$ cat config.mk
export PLATFORM = sky130hd
export DESIGN_NAME = seq_divider
export DESIGN_NICKNAME = d
export VERILOG_FILES = /design/src/rtl/div_pkg.sv /design/src/rtl/div_control.sv /design/src/rtl/seq_divider.sv
export SDC_FILE = /design/constraint.sdc
export NUM_CORES = 1
export LEC_CHECK = 0
export BUFFER_PORTS_ARGS = -buffer_cell sky130_fd_sc_hd__buf_4
export CELL_PAD_IN_SITES_DETAIL_PLACEMENT = 1
export CELL_PAD_IN_SITES_GLOBAL_PLACEMENT = 2
export CORE_MARGIN = 3
export CORE_UTILIZATION = 34
export DETAILED_ROUTE_END_ITERATION = 8
export PLACE_DENSITY = 0.92
export SLEW_MARGIN = 10
export SYNTH_ARGS = -nofsm -noshare
export SYNTH_HDL_FRONTEND = slang
export SYNTH_SLANG_ARGS = --single-unit
export TNS_END_PERCENT = 30
$ cat constraint.sdc
create_clock -name clk -period 7.5 [get_ports clk]
set_input_delay 0.75 -clock clk [delete_from_list [all_inputs] [get_ports clk]]
set_output_delay 0.75 -clock clk [all_outputs]
set_load 0.03 [all_outputs]
$ cat src/rtl/div_pkg.sv
// Shared definitions for the sequential restoring divider: default width,
// FSM state encoding and the ALU function codes the trial subtractor uses.
package div_pkg;

    localparam int DIV_WIDTH = 32;
    localparam int DIV_CNT_W = $clog2(DIV_WIDTH) + 1;

    typedef enum logic [1:0] {
        IDLE = 2'd0,
        DIV  = 2'd1,
        DONE = 2'd2
    } div_state_t;

    // Matches the ALU funct field so the trial subtraction can share that unit.
    localparam logic [5:0] ALU_FUNCT_ADD = 6'h20;
    localparam logic [5:0] ALU_FUNCT_SUB = 6'h22;

endpackage

$ cat src/rtl/div_control.sv
// Divider sequencer: IDLE/DIV/DONE FSM and iteration counter. It emits the
// load and shift strobes for the datapath in seq_divider.
module div_control
    import div_pkg::*;
#(
    parameter int WIDTH = DIV_WIDTH,
    parameter int CNT_W = DIV_CNT_W
) (
    input  logic clk,
    input  logic rst,
    input  logic run,
    input  logic divisor_zero,
    output logic load,
    output logic shift_en,
    output logic ready,
    output logic busy,
    output logic dz_set
);

    localparam logic [CNT_W-1:0] LAST_ITER = CNT_W'(WIDTH - 1);

    div_state_t       state_reg, state_next;
    logic [CNT_W-1:0] count_reg, count_next;

    always_ff @(posedge clk) begin
        if (rst) begin
            state_reg <= IDLE;
            count_reg <= '0;
        end else begin
            state_reg <= state_next;
            count_reg <= count_next;
        end
    end

    always_comb begin
        state_next = state_reg;
        count_next = count_reg;
        load       = 1'b0;
        shift_en   = 1'b0;
        dz_set     = 1'b0;
        ready      = 1'b0;
        busy       = 1'b0;
        case (state_reg)
            IDLE, DONE: begin
                ready = (state_reg == DONE);
                if (run) begin
                    load       = 1'b1;
                    count_next = '0;
                    dz_set     = divisor_zero;
                    // A zero divisor skips the iterations entirely.
                    state_next = divisor_zero ? DONE : DIV;
                end
            end
            DIV: begin
                busy       = 1'b1;
                shift_en   = 1'b1;
                count_next = count_reg + 1'b1;
                if (count_reg == LAST_ITER) begin
                    state_next = DONE;
                end
            end
            default: state_next = IDLE;
        endcase
    end

endmodule

$ cat src/rtl/seq_divider.sv
// Sequential unsigned restoring divider: one quotient bit per clock through a
// shared subtract path; quotient and remainder held while ready is high.
module seq_divider
    import div_pkg::*;
#(
    parameter int WIDTH = DIV_WIDTH
) (
    input  logic             clk,
    input  logic             rst,
    input  logic [WIDTH-1:0] Dividend_input,
    input  logic [WIDTH-1:0] Divisor_input,
    input  logic             run,
    output logic             ready,
    output logic             busy,
    output logic             div_by_zero,
    output logic [WIDTH-1:0] Quotient_output,
    output logic [WIDTH-1:0] Remainder_output
);

    localparam int CNT_W = $clog2(WIDTH) + 1;

    // Stand-in for the shared ALU adder/subtractor.
    function automatic logic [WIDTH:0] alu_addsub(input logic [5:0] funct,
                                                  input logic [WIDTH:0] a,
                                                  input logic [WIDTH:0] b);
        return (funct == ALU_FUNCT_SUB) ? (a - b) : (a + b);
    endfunction

    logic [2*WIDTH-1:0] rem_reg;
    logic [WIDTH-1:0]   divisor_reg;
    logic               dz_reg;

    logic               load;
    logic               shift_en;
    logic               dz_set;
    logic               divisor_zero;
    logic [2*WIDTH-1:0] shifted;
    logic [WIDTH:0]     trial;

    assign divisor_zero = (Divisor_input == '0);

    div_control #(
        .WIDTH (WIDTH),
        .CNT_W (CNT_W)
    ) u_control (
        .clk          (clk),
        .rst          (rst),
        .run          (run),
        .divisor_zero (divisor_zero),
        .load         (load),
        .shift_en     (shift_en),
        .ready        (ready),
        .busy         (busy),
        .dz_set       (dz_set)
    );

    assign shifted = rem_reg << 1;
    assign trial   = alu_addsub(ALU_FUNCT_SUB, {1'b0, shifted[2*WIDTH-1:WIDTH]},
                                {1'b0, divisor_reg});

    always_ff @(posedge clk) begin
        if (rst) begin
            rem_reg     <= '0;
            divisor_reg <= '0;
            dz_reg      <= 1'b0;
        end else if (load) begin
            divisor_reg <= Divisor_input;
            dz_reg      <= dz_set;
            // Divide by zero lands directly on the final result: Q = all ones, R = dividend.
            rem_reg     <= dz_set ? {Dividend_input, {WIDTH{1'b1}}}
                                  : {{WIDTH{1'b0}}, Dividend_input};
        end else if (shift_en) begin
            if (!trial[WIDTH]) begin
                rem_reg <= {trial[WIDTH-1:0], shifted[WIDTH-1:1], 1'b1};
            end else begin
                rem_reg <= shifted;
            end
        end
    end

    assign div_by_zero      = dz_reg;
    assign Quotient_output  = rem_reg[WIDTH-1:0];
    assign Remainder_output = rem_reg[2*WIDTH-1:WIDTH];

endmodule

# Yosys cells after proc, flatten, opt, wreduce, memory -nomap -nowiden
# Index checks and enable logic that the tools add are counted.
[op_classes] muxes=16 reduce_logical=7 n_addsub=2 eq_ne=5
[op_table] operator="2-to-1 mux 64 bit" n=4
[op_table] operator="subtractor 32 x 32 -> 33 bit" n=1
[op_table] operator="zero test 32 bit" n=1
[op_table] operator="one-hot mux 6 bit (2 select lines)" n=1
[op_table] operator="adder 6 x 1 -> 6 bit, second input constant" n=1
[op_table] operator="equality test 6 x 5 -> 1 bit, second input constant" n=1
[op_table] operator="2-to-1 mux 1 bit" n=6
[op_table] operator="2-to-1 mux 2 bit" n=3
[op_table] operator="2-to-1 mux 6 bit" n=1
[op_table] operator="one-hot mux 2 bit (2 select lines)" n=1
[op_table] operator="AND reduction 2 bit" n=2
[op_table] operator="nonzero test 2 bit" n=2
[op_table] operator="equality test 2 x 1 -> 1 bit, second input constant" n=1
[op_table] operator="equality test 2 bit, second input constant" n=1
[op_table] operator="zero test 2 bit" n=1
[op_table] operator="!= test 2 x 1 -> 1 bit, second input constant" n=1
[op_table] operator="!= test 2 bit, second input constant" n=1
[op_table] operator="OR reduction 2 bit" n=1
[totals] input_bits=67 reg_bits=105 output_inout_bits=67

# Logic depth before layout (Yosys ltp)
[depth] word_depth=5 ltp_mapped=14

# Modules after synthesis
# From an unflattened synthesis, not the netlist that was laid out.
[hier_totals] cells_unflattened=801 hier_area_um2=6610.1
[modules_own_cells] mod="seq_divider" instances=1 seq_area_each_um2=1941.9 cells_per_inst=753 area_each_um2=6190.9
[modules_own_cells] mod="div_control" instances=1 seq_area_each_um2=160.2 cells_per_inst=48 area_each_um2=419.2

# Worst setup path before layout
# No wires, ideal clock.
[synth_timing] path_type="flip-flop to flip-flop" start="register rem_reg[31]" end="register rem_reg[37]" required_time_ps=7412 path_slack_ps=4585 arrival_ps=2827 path_buffers=2 path_stages_with_launch=14 setup_time_ps=88 cell_sequence="dfxtp_1 inv_1 ha_1 fa_1 nor2b_1 o31a_1 o21ai_2 a21oi_4 a21oi_4 o21a_1 buf_6 buf_6 o311a_1 nor4_2"
[synth_via] elab_chain_len=4
[synth_rtl] element="start: declaration" line="seq_divider.sv:29" text="logic [2*WIDTH-1:0] rem_reg;"
[synth_rtl] element="start signal: assignment" line="seq_divider.sv:70" text="rem_reg <= dz_set ? {Dividend_input, {WIDTH{1'b1}}}"
[synth_rtl] element="start signal: assignment" line="seq_divider.sv:74" text="rem_reg <= {trial[WIDTH-1:0], shifted[WIDTH-1:1], 1'b1};"
[synth_rtl] element="start signal: assignment" line="seq_divider.sv:76" text="rem_reg <= shifted;"
[synth_rtl] element="subtractor 32 x 32 -> 33 bit" line="seq_divider.sv:26" text="return (funct == ALU_FUNCT_SUB) ? (a - b) : (a + b);"
[synth_rtl] element="2-to-1 mux 64 bit" line="seq_divider.sv:73" text="if (!trial[WIDTH]) begin"
[synth_rtl] element="2-to-1 mux 64 bit" line="seq_divider.sv:72" text="end else if (shift_en) begin"
[synth_rtl] element="2-to-1 mux 64 bit" line="seq_divider.sv:66" text="end else if (load) begin"
# Every way passes these cells. The select of a mux whose other input is x is not followed.
# A chain may end at the register's enable or synchronous reset.

# Worst setup path after layout
[layout_timing] start="register rem_reg[38]" end="register rem_reg[61]"
# The elaborated chain is that of the path after synthesis.

==> impl_metrics.xml <==
<?xml version="1.0" encoding="UTF-8"?>
<metrics>
  <group name="status">
    <metric name="outcome" unit="">finished clean</metric>
  </group>
  <group name="yosys">
    <metric name="synth_async_sr_flop_share" unit="">0</metric>
    <metric name="syn_area" unit="mm²">0.00673</metric>
    <metric name="top_cells_by_area_in_the_synthesized_netlist" unit="">sky130_fd_sc_hd__dfxtp_1 (31%), sky130_fd_sc_hd__nand2_1 (9.4%), sky130_fd_sc_hd__a21oi_1 (7.9%), sky130_fd_sc_hd__ha_1 (6.1%), sky130_fd_sc_hd__a311oi_1 (4.3%)</metric>
    <metric name="postSynthNetCount" unit="">998</metric>
    <metric name="syn_inst" unit="">897</metric>
    <metric name="yosys.area.top_type" unit="">sky130_fd_sc_hd__dfxtp_1</metric>
    <metric name="yosys_warnings" unit="">0</metric>
    <metric name="synth-seq-area-share" unit="">0.312</metric>
    <metric name="distinct_cells_synth" unit="">68</metric>
    <metric name="synth_enable_flop_cells" unit="">0</metric>
    <metric name="synthDominantCellAreaShare" unit="">0.312</metric>
    <metric name="synth.ff_latch_count" unit="">105</metric>
    <metric name="synth-main-ff-cell" unit="">sky130_fd_sc_hd__dfxtp_1</metric>
    <metric name="synthMostInstantiatedCell" unit="">sky130_fd_sc_hd__nand2_1</metric>
    <metric name="synth.top_cells.by_count" unit="">sky130_fd_sc_hd__nand2_1 (169), sky130_fd_sc_hd__a21oi_1 (106), sky130_fd_sc_hd__dfxtp_1 (105)</metric>
    <metric name="synthesis.area_per_instance" unit="µm²">7.50</metric>
  </group>
  <group name="power">
    <metric name="power.leakage" unit="nW">3.28</metric>
    <metric name="ir_drop" unit="mV">0.142</metric>
    <metric name="pwr_density_cell" unit="mW/mm²">257</metric>
  </group>
  <group name="sta">
    <metric name="final.setup_skew" unit="ns">0.00776</metric>
    <metric name="worst_pin_slew" unit="ns">0.972</metric>
    <metric name="post-route-min-period" unit="ns">3.24</metric>
    <metric name="unrepaired_setup_endpoints_after_global_routing" unit="">false</metric>
    <metric name="report.final.slew_viol_count" unit="">0</metric>
    <metric name="timing.final.hold_violations" unit="">0</metric>
    <metric name="finalCritPeriodShare" unit="">0.432</metric>
    <metric name="slew_headroom" unit="">0.352</metric>
    <metric name="fmax" unit="MHz">309</metric>
    <metric name="setup_violations_final" unit="">0</metric>
    <metric name="timing.setup.tns" unit="ns">0</metric>
  </group>
  <group name="setup_path">
    <metric name="kind_of_critical_path" unit="">reg -&gt; reg</metric>
    <metric name="r2r_start" unit="">rem_reg[38]</metric>
    <metric name="largest_fanout_on_the_critical_path" unit="">36</metric>
    <metric name="crit_path_start_kind" unit="">flop</metric>
    <metric name="timing.critical_path.to_type" unit="">flop</metric>
    <metric name="worst-endpoint-required" unit="ns">7.70</metric>
    <metric name="crit_path_launch" unit="">rem_reg[38]</metric>
    <metric name="crit_arrival" unit="ns">3.44</metric>
  </group>
  <group name="floorplanning">
    <metric name="top_level_ports" unit="">134</metric>
    <metric name="die_height" unit="µm">147</metric>
    <metric name="start_util" unit="">0.353</metric>
    <metric name="row_count" unit="">50</metric>
    <metric name="die_area" unit="mm²">0.0215</metric>
    <metric name="floorplan.core_area" unit="mm²">0.0191</metric>
    <metric name="die_width" unit="µm">147</metric>
  </group>
  <group name="cells_and_area">
    <metric name="final_net_count" unit="">1087</metric>
    <metric name="total_non_filler_cell_area_in_the_finished_layout" unit="mm²">0.00815</metric>
    <metric name="post_route_cells_drive_above_1_share" unit="">0.201</metric>
    <metric name="layoutNonFillerInstCount" unit="">1251</metric>
    <metric name="n_antenna_cell" unit="">0</metric>
    <metric name="synthToLayoutAreaGrowth" unit="%">21.1</metric>
    <metric name="largest_register_ffs" unit="">64</metric>
  </group>
  <group name="detailed_routing">
    <metric name="wl" unit="µm">23800</metric>
    <metric name="detail_route.first_pass.iterations" unit="">4</metric>
    <metric name="drc_errors" unit="">0</metric>
    <metric name="drt_first_iter_violations" unit="">357</metric>
    <metric name="num_vias" unit="">6917</metric>
    <metric name="route.detailed.vias_per_inst" unit="">5.53</metric>
    <metric name="wl_per_cell" unit="µm">19.0</metric>
    <metric name="antenna_violating_nets_post_route" unit="">0</metric>
  </group>
  <group name="clock_tree">
    <metric name="h_tree_depth" unit="">3</metric>
    <metric name="insertion_delay" unit="ns">0.36</metric>
    <metric name="post_cts_hold_buffer_count" unit="">0</metric>
    <metric name="cts_made_buffers" unit="">9</metric>
    <metric name="clk_root_buffer_cell" unit="">sky130_fd_sc_hd__clkbuf_16</metric>
    <metric name="cts.repair_timing.setup_buffer_count" unit="">0</metric>
    <metric name="post_cts_resized" unit="">0</metric>
    <metric name="clock_sinks" unit="">105</metric>
    <metric name="cts_tree" unit="">yes</metric>
    <metric name="clk_path_buf_depth" unit="">2</metric>
    <metric name="clk_pin_slew" unit="ns">0.08</metric>
  </group>
  <group name="global_routing">
    <metric name="grt_pass1_wl" unit="µm">37900</metric>
    <metric name="grt_max_degree" unit="">97</metric>
    <metric name="total_congestion_overflow" unit="">0</metric>
    <metric name="track_usage" unit="">0.216</metric>
    <metric name="number_of_global_route_vias_before_repair" unit="">7003</metric>
    <metric name="number_of_antenna_violations_at_the_first_check_in_global_routing" unit="">0</metric>
  </group>
  <group name="place">
    <metric name="dp_hpwl" unit="µm">17200</metric>
    <metric name="dpl_cell_area" unit="mm²">0.00785</metric>
    <metric name="dp.cells" unit="">1235</metric>
    <metric name="place_congestion" unit="">0.862</metric>
    <metric name="port_buffers" unit="">133</metric>
  </group>
  <group name="hold_path">
    <metric name="hold_path.class" unit="">reg -&gt; reg</metric>
    <metric name="startpoint_of_the_worst_hold_path" unit="">divisor_reg[7]</metric>
  </group>
  <group name="job">
    <metric name="max_cap_violations" unit="">0</metric>
  </group>
</metrics>
-- metal layers --
metal,wire length (µm),vias up,GRT usage
met5,0,-,0
met4,520,0,0.0682
met1,10300,3370,0.271
li1,-,3380,-
met3,951,30,0.0349
met2,12000,137,0.379
-- area by class of cell --
class	instances	area [µm²]
repair buffers	142	1070
multi-input cells	687	4200
well taps	260	325
clock buffers	12	267
clock inverters	4	33.8
inverters	41	154
fillers	2395	10900
flip-flops and latches	105	2100
-- stage by stage --
step | power [mW] | hold slack, ns | utilization | setup slack [ns]
finish | 2.09 | 0.459 | 0.427 | 4.26
global route | 2.23 | 0.474 | 0.427 | 4.00
CTS | 2.11 | 0.461 | 0.427 | 4.26
detailed placement | 1.61 | 0.450 | 0.411 | 4.18
global placement | 1.59 | 0.444 | 0.411 | 4.22
floorplan | 1.36 | 0.436 | - | 4.58
-- cells by family after synthesis --
| kind of cell | synth area share |
|---|---|
| AOI/OAI and AO/OA | 0.267 |
| DFF | 0.312 |
| xor gates and xnor gates | 0.0286 |
| and+or+nand+nor | 0.253 |
| adders and majority gates | 0.0643 |
| muxes | 0.00892 |
| buffers and inverters | 0.0662 |
-- worst paths after layout --
path	end	slack, ns	depth (start not counted)
min reg2reg	divisor_reg[7]	0.46	2
min	divisor_reg[7]	0.46	2
max reg2reg	rem_reg[61]	4.26	11
max	rem_reg[61]	4.26	11
-- layout by cell type (no fill, tap or decap), drive strengths merged, types with 4 or more instances in the layout --
cell type and instances:
nand2 169, buf 142, a21oi 108, dfxtp 105, nor2 75, nor3 43, inv 43, a311oi 33
ha 33, nor4 27, o21ai 26, a211oi 18, xnor2 16, o21a 12, a21o 12, clkbuf 12
nand4 10, a31oi 10, or3 8, nor2b 8, nand3 6, mux2i 6, xor2 6, o21bai 5
and3 5, a2111oi 5, nand2b 5, o31ai 4, or2 4
-- where the power goes --
group / switching [mW] / internal, mW / total (mW)
logic: 0.580 / 0.357 / 0.937
clock network: 0.235 / 0.256 / 0.491
registers: 0.0573 / 0.607 / 0.665
total: 0.872 / 1.22 / 2.09
-- critical path, cell delays in order, from the launching register on --
cell and delay [ns]:
sky130_fd_sc_hd__dfxtp_1 0.36, sky130_fd_sc_hd__ha_1 0.42, sky130_fd_sc_hd__a2111oi_1 0.58, sky130_fd_sc_hd__a211oi_2 0.11
sky130_fd_sc_hd__o21ai_2 0.14, sky130_fd_sc_hd__a21oi_4 0.10, sky130_fd_sc_hd__a21oi_4 0.21, sky130_fd_sc_hd__o21a_1 0.16
sky130_fd_sc_hd__buf_4 0.39, sky130_fd_sc_hd__a221oi_1 0.10, sky130_fd_sc_hd__a221oi_1 0.41, sky130_fd_sc_hd__nor4_1 0.09
(Power assumes the default switching activity.)
